## src/rtl/ascii_hex_parser_pkg.sv

```systemverilog
// Shared constants and state encoding for the ASCII hex line parser.
package ascii_hex_parser_pkg;

   localparam logic [7:0] ASCII_CR = 8'h0D;
   localparam logic [7:0] ASCII_LF = 8'h0A;

   typedef enum logic [1:0] {
      IDLE    = 2'd0,
      ACCUM   = 2'd1,
      DISCARD = 2'd2
   } state_t;

   function automatic logic is_term(input logic [7:0] c);
      return (c == ASCII_CR) || (c == ASCII_LF);
   endfunction

endpackage

```

## src/rtl/ascii_to_nibble.sv

```systemverilog
// Combinational ASCII hex-digit decoder; nibble reads zero for non-hex bytes.
module ascii_to_nibble (
   input  logic [7:0] i_ascii,
   output logic [3:0] o_nibble,
   output logic       o_is_hex
);

   // NOTE: defaults first so every path assigns both outputs and no latch is inferred.
   always_comb begin
      o_nibble = 4'd0;
      o_is_hex = 1'b0;
      if (i_ascii >= 8'h30 && i_ascii <= 8'h39) begin
         o_is_hex = 1'b1;
         o_nibble = i_ascii[3:0];
      end else if ((i_ascii >= 8'h41 && i_ascii <= 8'h46) ||
                   (i_ascii >= 8'h61 && i_ascii <= 8'h66)) begin
         // 'A'/'a' have low nibble 1, so adding 9 gives 10..15.
         o_is_hex = 1'b1;
         o_nibble = i_ascii[3:0] + 4'd9;
      end
   end

endmodule

```

## src/rtl/ascii_hex_parser.sv

```systemverilog
// Parses CR/LF-terminated lines of up to N_DIGITS hex digits into a binary value,
// flagging bad characters and overflow once per line.
module ascii_hex_parser
   import ascii_hex_parser_pkg::*;
#(
   parameter  int N_DIGITS = 4,
   localparam int WIDTH    = 4 * N_DIGITS
) (
   input  logic             i_clk,
   input  logic             i_rst_n,
   input  logic [7:0]       i_rx_data,
   input  logic             i_rx_valid,
   output logic [WIDTH-1:0] o_value,
   output logic             o_valid,
   output logic [3:0]       o_ndigits,
   output logic             o_error
);

   localparam int CNT_W = $clog2(N_DIGITS + 1);

   state_t             state;
   logic [WIDTH-1:0]   acc;
   logic [CNT_W-1:0]   count;
   logic [3:0]         nibble;
   logic               is_hex;
   logic               term;

   ascii_to_nibble u_nibble (
      .i_ascii  (i_rx_data),
      .o_nibble (nibble),
      .o_is_hex (is_hex)
   );

   assign term = is_term(i_rx_data);

   // NOTE: sequential state uses non-blocking assignments only, so every register
   // sees the pre-edge values of the others regardless of statement order.
   always_ff @(posedge i_clk or negedge i_rst_n) begin
      if (!i_rst_n) begin
         state     <= IDLE;
         acc       <= '0;
         count     <= '0;
         o_value   <= '0;
         o_ndigits <= '0;
         o_valid   <= 1'b0;
         o_error   <= 1'b0;
      end else begin
         o_valid <= 1'b0;
         o_error <= 1'b0;
         if (i_rx_valid) begin
            unique case (state)
               IDLE: begin
                  if (is_hex) begin
                     acc   <= WIDTH'(nibble);
                     count <= CNT_W'(1);
                     state <= ACCUM;
                  end else if (!term) begin
                     o_error <= 1'b1;
                     state   <= DISCARD;
                  end
               end
               ACCUM: begin
                  if (is_hex) begin
                     if (count < CNT_W'(N_DIGITS)) begin
                        acc   <= (acc << 4) | WIDTH'(nibble);
                        count <= count + CNT_W'(1);
                     end else begin
                        o_error <= 1'b1;
                        state   <= DISCARD;
                     end
                  end else if (term) begin
                     o_value   <= acc;
                     o_ndigits <= 4'(count);
                     o_valid   <= 1'b1;
                     acc       <= '0;
                     count     <= '0;
                     state     <= IDLE;
                  end else begin
                     o_error <= 1'b1;
                     state   <= DISCARD;
                  end
               end
               DISCARD: begin
                  // Bad line: stay silent until the terminator resyncs us.
                  if (term) begin
                     acc   <= '0;
                     count <= '0;
                     state <= IDLE;
                  end
               end
               default: state <= IDLE;
            endcase
         end
      end
   end

endmodule

```

## config.mk

```make
export PLATFORM = sky130hd
export DESIGN_NAME = ascii_hex_parser
export DESIGN_NICKNAME = d
export VERILOG_FILES = /design/src/rtl/ascii_hex_parser_pkg.sv /design/src/rtl/ascii_to_nibble.sv /design/src/rtl/ascii_hex_parser.sv
export SDC_FILE = /design/constraint.sdc
export NUM_CORES = 1
export LEC_CHECK = 0
export ABC_AREA = 1
export CAP_MARGIN = 20
export CORE_ASPECT_RATIO = 1.4
export CORE_MARGIN = 1.5
export CORE_UTILIZATION = 55
export CTS_BUF_LIST = sky130_fd_sc_hd__clkbuf_16
export DETAILED_ROUTE_END_ITERATION = 8
export GPL_TIMING_DRIVEN = 0
export PLACE_DENSITY = 0.88
export RECOVER_POWER = 50
export REMOVE_ABC_BUFFERS = 1
export SLEW_MARGIN = 20
export SYNTH_ARGS = -nofsm -noshare
export SYNTH_HDL_FRONTEND = slang
export SYNTH_HIERARCHICAL = 1
export SYNTH_SLANG_ARGS = --single-unit
```

## constraint.sdc

```tcl
create_clock -name i_clk -period 2 [get_ports i_clk]
set_input_delay 0.2 -clock i_clk [delete_from_list [all_inputs] [get_ports i_clk]]
set_output_delay 0.2 -clock i_clk [all_outputs]
set_load 0.005 [all_outputs]
```

==> impl_metrics.py <==
metrics = {
    "status": {
        "status": "completed",
    },
    "setup_path": {
        "worstSetupPathType": "in2reg",
        "cp_data_required_time_ns": 2.16,
        "worstPathArrival_ns": 2.11,
        "critPathCaptureType": "flip-flop",
        "crit_fanout": 14,
        "cp-start-kind": "primary input",
        "r2r_cells": 10,
    },
    "sta": {
        "finalHoldViolations": 0,
        "max_freq_ghz": 0.514,
        "finClkSkew_ns": 0.00283,
        "setup_viol_count_final": 0,
        "fin_crit_ns": 1.95,
        "setup_ws_ns": 0.0545,
        "final.setup.tns_ns": 0,
        "relSlewSlack_pct": 33.0,
        "post-route-period-util_pct": 97.3,
        "worst_pin_slew_ns": 1.00,
        "slew_viol_final": 0,
    },
    "pwr": {
        "irDropWorstVdd_mv": 0.478,
        "total_power_mw": 2.37,
        "power-per-cell-area_mw_per_mm2": 748,
        "p_leak_nw": 1.68,
    },
    "floorplan": {
        "core_area_mm2": 0.00424,
        "initial_utilization_pct": 57.8,
        "die_x_um": 59.4,
        "row_count": 28,
        "die_area_mm2": 0.00487,
        "io_pins": 33,
        "fp.dieH_um": 82.0,
    },
    "cts": {
        "clockBufferDepth": 2,
        "htree_num_levels": 2,
        "insertion_delay_ns": 0.28,
        "cts_tree": "yes",
        "clkTransAtPathRegs_ns": 0.06,
        "clock-sinks": 42,
        "numCtsBuffers": 5,
        "cts_root_buf": "clkbuf_16",
    },
    "finish": {
        "drive_gt1_share_pct": 12.6,
        "diodes": 0,
        "final_cells": 448,
        "synthToLayoutAreaGrowth_pct": 29.5,
        "fin_nets": 405,
    },
    "yosys": {
        "avgSynthCellArea_um2": 7.08,
        "async_reset_ff_share_pct": 100,
        "netlist_area_mm2": 0.00245,
        "synthCells": 346,
        "synth-seq-area-share_pct": 42.9,
        "ys_ff_latch": 42,
        "synth_warnings": 6,
        "synth_edf_count": 0,
        "synth_cell_types": 24,
        "ys.flop_type": "dfrtp_1",
    },
    "drt": {
        "drt_first_iter_violations": 221,
        "drt-wirelength-per-cell_um": 14.7,
        "via_per_inst": 5.63,
        "drc": 0,
        "drtAntennaViolNets": 0,
        "firstDrtPassIters": 6,
        "routed_wl_um": 6580,
        "vias": 2523,
    },
    "placement": {
        "finalWeightedCongestion": 0.816,
        "pre_cts_ws_ns": -1.76,
        "hpwl_um": 3500,
        "dp_cells": 424,
        "port_buffers": 31,
    },
    "grt": {
        "grt_antenna_before_repair": 0,
        "grt_pass1_vias": 2260,
        "grt_pass1_wl_um": 10400,
        "grt_usage_pct": 28.4,
        "grt_max_degree": 27,
        "grt_remaining_overflow": 0,
    },
    "worst_hold_path": {
        "whs_path_depth": 5,
        "hold_class": "in2reg",
    },
    "job": {
        "drv_cap": 0,
    },
}
layout make-up:
type | count | area, um^2
multi-input combinational | 256 | 1320
clock buffer | 5 | 125
fill | 286 | 1070
sequential | 42 | 1050
tap | 60 | 75.1
clock inverter | 3 | 17.5
inverter | 38 | 148
timing repair buffer | 44 | 437
cell families after synthesis:
logic type	Yosys count	synth area share, %
adders and majority gates	7	3.57
AOI/OAI and AO/OA	33	6.74
xor gates and xnor gates	2	0.715
buffers and inverters	52	8.99
other	1	0.153
and+or+nand+nor	209	36.9
DFF	42	42.9
final timing paths:
| path | startpoint | end | slack [ns] |
|---|---|---|---|
| min in group asynchronous | i_rst_n | o_value[10] | 0.60 |
| worst max register to register | state[1] | acc[15] | 0.13 |
| worst min-delay path | i_rx_data[1] | acc[1] | 0.33 |
| worst max-delay path | i_rx_data[5] | acc[15] | 0.05 |
| max in group asynchronous | i_rst_n | state[0] | 0.73 |
| worst min register to register | o_value[3] | o_value[3] | 0.48 |
flip-flops by register name (all words and copies together) (netlist names):
name       count
count          3
state          2
o_error        1
o_valid        1
o_value       16
acc           16
o_ndigits      3
stage by stage:
| step | util (%) | area, um^2 | hold slack (ns) |
|---|---|---|---|
| after floorplan | - | 2370 | -0.0956 |
| after global placement | 65.1 | 2760 | 0.465 |
| after detailed placement | 65.4 | 2770 | 0.147 |
| after CTS | 73.4 | 3110 | 0.383 |
| after global routing | 74.8 | 3170 | 0.360 |
| final | 74.8 | 3170 | 0.327 |
report_power, final:
group	leakage, nW	internal [mW]	switching [mW]
Combinational	1.02	0.220	0.424
Clock	0.0750	0.458	0.327
Sequential	0.581	0.896	0.0476
Total	1.68	1.57	0.799
metal layers:
metal	vias up	wire length (um)	GRT usage [%]
li1	1170	-	-
met1	1168	2300	33.3
met2	145	3400	47.5
met3	40	504	5.04
met4	0	377	17.3
met5	-	0	0
Yosys cell counts, types with 2 or more instances:
cell type | instances | area, um^2
nand2_1 | 145 | 544
xor2_1 | 2 | 17.5
nor2_1 | 12 | 45.0
o21ai_1 | 6 | 30.0
dfrtp_1 | 42 | 1050
a21oi_1 | 2 | 10.0
ha_1 | 7 | 87.6
buf_2 | 8 | 40.0
nor2_4 | 2 | 22.5
nand3_1 | 39 | 195
clkbuf_1 | 2 | 7.51
buf_4 | 2 | 15.0
o21ai_0 | 25 | 125
inv_1 | 38 | 143
nand2_2 | 4 | 25.0
nand4_1 | 2 | 12.5
worst max-delay path, cell delays in order:
cell and delay [ns]:
clkdlybuf4s50_1 0.49, nand2_2 0.10, nor3_4 0.27, nand2_4 0.13, nand2_8 0.15, nand2_2 0.09
inv_1 0.12, nand2_2 0.08, nand4_4 0.14, nor2_4 0.07, buf_12 0.14, nand2_1 0.06
nand2_1 0.07
what timing repair did:
action,in CTS,in global routing
pin swaps,3,4
setup endpoints to repair,42,40
resized for setup,24,13
setup buffers,5,6
gates cloned,4,0
hold endpoints to repair,16,0
hold buffers,1,0
layout by cell type (no fill, tap or decap):
cell type,instances
nor3_4,1
clkinv_4,1
clkbuf_16,5
nor2_1,11
clkbuf_2,2
a21oi_1,1
o21ai_0,23
nor2_4,3
buf_12,3
buf_4,9
nand2_4,3
nand3_1,38
nand3_2,2
nand4_1,2
nand2_8,1
o21ai_1,7
nand4_4,4
clkdlybuf4s50_1,13
dlygate4sd3_1,11
o21ai_2,1
dlygate4sd2_1,2
inv_1,36
clkinv_2,1
inv_2,1
nand2_2,5
a21oi_2,1
dfrtp_1,42
nor2_2,1
inv_4,2
clkbuf_1,1
dlymetal6s2s_1,3
conb_1,1
nand2_1,141
ha_2,2
ha_1,5
xor2_1,2
nand4_2,1
Note: power is estimated with default switching activity, not from simulation.
